**src/rtl/egress_arbiter.sv**
```systemverilog
`default_nettype none
// ============================================================================
// Module   : egress_arbiter
// Brief    : Frame-granular round-robin arbiter merging NUM_PORTS AXI-stream
//            ingress ports onto one egress port, with an Avalon-MM register
//            slave. Define EGRESS_ARBITER_STATS_EN for per-port frame counters.
// Revision : 1.0 - initial release
// ============================================================================
module egress_arbiter #(
    parameter int NUM_PORTS = 4
) (
    input  logic                      clk,
    input  logic                      reset,
    input  logic [7:0]                writedata,
    input  logic                      write,
    input  logic                      chipselect,
    input  logic [7:0]                address,
    input  logic                      read,
    output logic [7:0]                readdata,
    input  logic [16*NUM_PORTS-1:0]   ingress_port_tdata,
    input  logic [NUM_PORTS-1:0]      ingress_port_tvalid,
    input  logic [NUM_PORTS-1:0]      ingress_port_tlast,
    output logic [NUM_PORTS-1:0]      ingress_port_tready,
    output logic [15:0]               egress_port_tdata,
    output logic                      egress_port_tlast,
    output logic                      egress_port_tvalid,
    input  logic                      egress_port_tready
);

    localparam int              c_GW         = (NUM_PORTS > 2) ? 2 : 1;
    localparam logic [0:0]      c_S_IDLE     = 1'b0;
    localparam logic [0:0]      c_S_GRANT    = 1'b1;
    localparam logic [c_GW-1:0] c_LAST_RESET = c_GW'(NUM_PORTS - 1);

    logic [0:0]           r_state;
    logic [c_GW-1:0]      r_grant;
    logic [NUM_PORTS-1:0] r_enable;
    logic [7:0]           r_readdata;

    logic [15:0]          w_port_data [NUM_PORTS];
    logic                 w_in_grant;
    logic                 w_sel_valid;
    logic                 w_sel_last;
    logic [15:0]          w_sel_data;
    logic                 w_accept_last;
    logic [NUM_PORTS-1:0] w_req;
    logic                 w_found;
    logic [c_GW-1:0]      w_next_grant;
    logic                 w_wr;
    logic                 w_rd;
    logic [7:0]           w_rdata;
    logic                 w_unused;

    generate
        for (genvar gi = 0; gi < NUM_PORTS; gi++) begin : g_unpack
            assign w_port_data[gi] = ingress_port_tdata[16*gi +: 16];
        end
    endgenerate

    // r_grant doubles as last_grant while idle.
    assign w_in_grant    = (r_state == c_S_GRANT);
    assign w_sel_valid   = ingress_port_tvalid[r_grant];
    assign w_sel_last    = ingress_port_tlast[r_grant];
    assign w_sel_data    = w_port_data[r_grant];
    assign w_accept_last = w_in_grant && w_sel_valid && w_sel_last && egress_port_tready;

    assign egress_port_tvalid = w_in_grant & w_sel_valid;
    assign egress_port_tlast  = w_in_grant & w_sel_last;
    assign egress_port_tdata  = w_in_grant ? w_sel_data : 16'h0000;

    always_comb begin
        ingress_port_tready = '0;
        if (w_in_grant) begin
            ingress_port_tready[r_grant] = egress_port_tready;
        end
    end

    assign w_req = ingress_port_tvalid & r_enable;

    // Scan offsets from farthest to nearest so the nearest requester after
    // the last grant is the final (winning) assignment.
    always_comb begin
        w_found      = 1'b0;
        w_next_grant = r_grant;
        for (int k = NUM_PORTS; k >= 1; k--) begin
            for (int i = 0; i < NUM_PORTS; i++) begin
                if (w_req[i] && (((int'(r_grant) + k) % NUM_PORTS) == i)) begin
                    w_found      = 1'b1;
                    w_next_grant = c_GW'(i);
                end
            end
        end
    end

    always_ff @(posedge clk or posedge reset) begin
        if (reset) begin
            r_state <= c_S_IDLE;
            r_grant <= c_LAST_RESET;
        end else begin
            case (r_state)
                c_S_IDLE: begin
                    if (w_found) begin
                        r_grant <= w_next_grant;
                        r_state <= c_S_GRANT;
                    end
                end
                c_S_GRANT: begin
                    if (w_accept_last) begin
                        r_state <= c_S_IDLE;
                    end
                end
                default: r_state <= c_S_IDLE;
            endcase
        end
    end

    assign w_wr = chipselect & write;
    assign w_rd = chipselect & read;

    always_ff @(posedge clk or posedge reset) begin
        if (reset) begin
            r_enable <= '1;
        end else if (w_wr && (address == 8'h00)) begin
            r_enable <= writedata[NUM_PORTS-1:0];
        end
    end

`ifdef EGRESS_ARBITER_STATS_EN
    logic [7:0] r_cnt [NUM_PORTS];

    always_ff @(posedge clk or posedge reset) begin
        if (reset) begin
            for (int i = 0; i < NUM_PORTS; i++) begin
                r_cnt[i] <= 8'h00;
            end
        end else if (w_wr && (address == 8'h08)) begin
            for (int i = 0; i < NUM_PORTS; i++) begin
                r_cnt[i] <= 8'h00;
            end
        end else if (w_accept_last) begin
            r_cnt[r_grant] <= r_cnt[r_grant] + 8'h01;
        end
    end
`endif

    always_comb begin
        w_rdata = 8'h00;
        case (address)
            8'h00: w_rdata[NUM_PORTS-1:0] = r_enable;
            8'h01: begin
                w_rdata[7]      = r_state[0];
                w_rdata[c_GW-1:0] = r_grant;
            end
            default: w_rdata = 8'h00;
        endcase
`ifdef EGRESS_ARBITER_STATS_EN
        for (int i = 0; i < NUM_PORTS; i++) begin
            if (address == 8'(4 + i)) begin
                w_rdata = r_cnt[i];
            end
        end
`endif
    end

    always_ff @(posedge clk or posedge reset) begin
        if (reset) begin
            r_readdata <= 8'h00;
        end else begin
            r_readdata <= w_rd ? w_rdata : 8'h00;
        end
    end

    assign readdata = r_readdata;

    // Upper write-data bits are architecturally ignored.
    assign w_unused = ^writedata;

endmodule
`default_nettype wire

```
**config.mk**
```make
export PLATFORM = sky130hd
export DESIGN_NAME = egress_arbiter
export DESIGN_NICKNAME = d
export VERILOG_FILES = /design/src/rtl/egress_arbiter.sv
export SDC_FILE = /design/constraint.sdc
export NUM_CORES = 1
export LEC_CHECK = 0
export ABC_CLOCK_PERIOD_IN_PS = 4900
export CORE_MARGIN = 2
export CORE_UTILIZATION = 32
export DETAILED_ROUTE_END_ITERATION = 6
export PLACE_DENSITY = 0.87
export SETUP_SLACK_MARGIN = 0.05
export SKIP_CTS_REPAIR_TIMING = 1
export SYNTH_ARGS = -nofsm -noshare
export SYNTH_HDL_FRONTEND = slang
export SYNTH_SLANG_ARGS = --single-unit
```
**constraint.sdc**
```tcl
create_clock -name clk -period 4.9 [get_ports clk]
set_input_delay 1.225 -clock clk [delete_from_list [all_inputs] [get_ports clk]]
set_output_delay 1.225 -clock clk [all_outputs]
set_load 0.05 [all_outputs]
```
==> metrics.md <==
| Metric | Value |
|---|---|
| Comb pwr share | `68.6%` |
| Clock power share | `10.0%` |
| Crit Path Max Fanout | `5` |
| CP Data Required Time | `3.67 ns` |
| Final TNS setup | `0 ns` |
| Global route overflow | `0` |
| Asr flop ratio synth | `100.0%` |
| Synth-to-Final Area Change | `95.67%` |
| Post-synth top area share | `23.56%` |
| Util after Layout | `65.91%` |
| Top cell type by total area after synthesis | `mux4_2` |
| Mux cell area share after synthesis | `39.38%` |
| Total design power | `1.055 mW` |
| Final Setup Violations | `0` |
| Critical Path Sink Type | `output pin` |
| Hpwl dp | `3380 um` |
| DR DRC count | `0` |
| TritonCTS clock tree | `built` |
| Clock Pin Slew Worst Setup and Hold Paths | `0.05 ns` |
| Worst hold path depth | `1` |
| Crit share post-route | `88.69%` |
| Post-Synth XOR/XNOR Area | `0%` |
| Post-synthesis register bit count | `12` |
| Yosys cell types | `33` |
| Highest clock rate | `0.2301 GHz` |
| Status | `finished clean` |
| Hold_sp | `r_enable[2]` |
| Skew final | `0.002893 ns` |
| Leakage power | `0.8980 nW` |
| N_diodes | `0` |
| Die Wd | `66.31 um` |
| Largest cells by area after synthesis | `mux4_2 (24%), dfstp_2 (13%), dfrtp_1 (12%)` |
| Sw frac | `48.09%` |
| Cell Area, Synth | `1242 um^2` |
| Simple-Gate Fraction of Synth Area | `20.04%` |
| Synth Area in Compound Gates | `7.251%` |
| WS Path Type | `input pin to output pin` |
| Die area | `4397 um^2` |
| R2r endpoint | `r_state` |
| Post-synthesis adder-cell area fraction | `0%` |
| Min-delay worst type | `flip-flop to flip-flop` |
| Synth warn | `0` |
| Register area share after synthesis | `24.77%` |
| Share of cells above drive strength 1 | `13.02%` |
| Average wire per standard cell | `15.33 um` |
| CP max stage delay | `0.71 ns` |
| CTS Sinks | `12` |
| Critical path startpoint category | `input pin` |
| DRT iter0 DRCs | `47` |
| Period minus WS final | `4.346 ns` |
| Starting Density | `33.68%` |
| Max-cap violations | `0` |
| Final Hold Fails | `0` |
| Max-slew violations | `0` |
| Drt via density | `4.806` |
| CP max-delay cell | `clkdlybuf4s50_1` |
| Vias | `1,264` |
| Crit-path most repeated cell | `clkdlybuf4s50_1` |
| Net Switching | `507.5 uW` |
| Worst path arrival time | `3.12 ns` |
| Global-route wire length before repair | `5754 um` |
| R2R setup slack | `2.98 ns` |
| Power Internal | `547.8 uW` |
| GRT Overall Usage | `17.54%` |
| H-tree depth | `1` |
| Worst-skew pair later-pin latency | `0.24 ns` |
| R2r startpoint | `r_grant[0]` |
| RSZ-0062 raised after global routing | `no` |
| CTS Buf Count | `3` |
| CP Cell Sequence | `clkdlybuf4s50_1, mux4_1, and2_1, clkdlybuf4s50_1` |
| DRT Wirelength | `4033 um` |
| Die H | `66.31 um` |
| # rows | `22` |
| Most frequent cell after synthesis | `and2_1` |
| Worst-margin pin slew | `0.7204 ns` |
| DR pass1 iterations | `6` |
| CTS max path bufs | `2` |
| Sequential share of power | `21.3%` |
| Synth Instances | `106` |
| Avg Synthesized Cell Area | `11.72 um^2` |
| Post-synth top cells | `and2_1 (18), mux4_2 (13), dfrtp_1 (6), dfstp_2 (6)` |
| Largest family of logic cells by synthesized area | `multiplexers` |
| Primary FF master, synth | `dfstp_2` |
| Nets | `310` |
| Post-synth EDFFs | `0` |
| Gp weighted congestion | `0.7365` |
| Post-route ant nets | `0` |
| Pwr per Cell Area | `434.1 nW/um^2` |
| Hold Crit Endpoint | `readdata[2]` |
| Core Area | `3689 um^2` |
| Initial antenna violation count | `0` |
| Max-slew headroom | `51.97%` |
| Port bufs | `116` |
| Largest net degree at the start of global routing | `28` |
| Root buffer cell | `clkbuf_8` |
| I/O Pins | `124` |
| R2R cell count | `3` |
| Vias in the first global route | `1,186` |
| Maximum vdd drop | `0.3596 mV` |
==> cell usage in the layout, fill, tap and decap left out, drive strengths merged, types with 4 or more instances in the layout <==
master	synthesis	routed
and2	18	18
mux2	4	4
nor2	5	5
nand2	5	5
clkdlybuf4s50	0	116
dfrtp	6	6
dfstp	6	6
mux4	18	18
clkbuf	4	4
==> routing by layer <==
| layer | vias up | global-route usage [%] | part of all wire [%] |
|---|---|---|---|
| met1 | 575 | 17.60 | 35 |
| met4 | 0 | 4.592 | 1.5 |
| li1 | 624 | - | - |
| met2 | 58 | 34.13 | 53 |
| met5 | - | 0 | 0 |
| met3 | 7 | 5.622 | 9.7 |
==> how the worst max path moves through the flow <==
stage	startpoint	endpoint	slack, ns	cells past startpoint
after global placement	ingress_port_tvalid[1]	egress_port_tvalid	0.56	4
after global routing	ingress_port_tvalid[1]	egress_port_tvalid	0.49	4
after floorplan	egress_port_tready	ingress_port_tready[0]	1.32	2
after detailed placement	ingress_port_tvalid[1]	egress_port_tvalid	0.55	4
after CTS	ingress_port_tvalid[1]	egress_port_tvalid	0.55	4
final	ingress_port_tvalid[1]	egress_port_tvalid	0.55	4
==> registers in the layout (all words and copies together) (netlist names) <==
name,cells
readdata,5
r_state,1
r_grant,2
r_enable,4
==> kinds of logic (layout without fill, tap and decap cells) <==
logic type,Yosys count,count (layout)
flip-flops,12,12
other,1,3
buffers and inverters,15,122
multiplexers,24,24
AO/OA/AOI/OAI,12,12
AND/OR/NAND/NOR,42,42
==> layout make-up <==
type,count,area (um^2)
sequential,12,307.8
clock buffer,4,55.05
tap,48,60.06
multi-input combinational,81,839.6
timing repair buffer,116,1161
fill,308,1257
inverter,2,7.507
==> critical path: cells and delay by family <==
family / cells / cell delay, ns
buf+inv: 2 / 1.18
mux: 1 / 0.54
simple gates: 1 / 0.17
==> power groups by stage <==
| stage | Clock [mW] | Combinational, mW | Sequential (mW) |
|---|---|---|---|
| finish | 0.106 | 0.724 | 0.225 |
| global route | 0.114 | 0.756 | 0.238 |
| CTS | 0.109 | 0.729 | 0.228 |
| detailed placement | 0 | 0.729 | 0.229 |
| global placement | 0 | 0.722 | 0.228 |
| floorplan | 0 | 0.618 | 0.123 |
==> through the flow <==
step / instances / setup WS (ns) / instance area [um^2] / hold slack [ns]
after floorplan: 108 / 1.322 / 1250 / 0.5221
after global placement: 259 / 0.5581 / 2376 / 0.5461
after detailed placement: 259 / 0.5470 / 2376 / 0.5524
after CTS: 263 / 0.5454 / 2431 / 0.5618
after global routing: 263 / 0.4880 / 2431 / 0.5797
final: 263 / 0.5541 / 2431 / 0.5622
No activity file was read; power rests on OpenSTA's default activity.
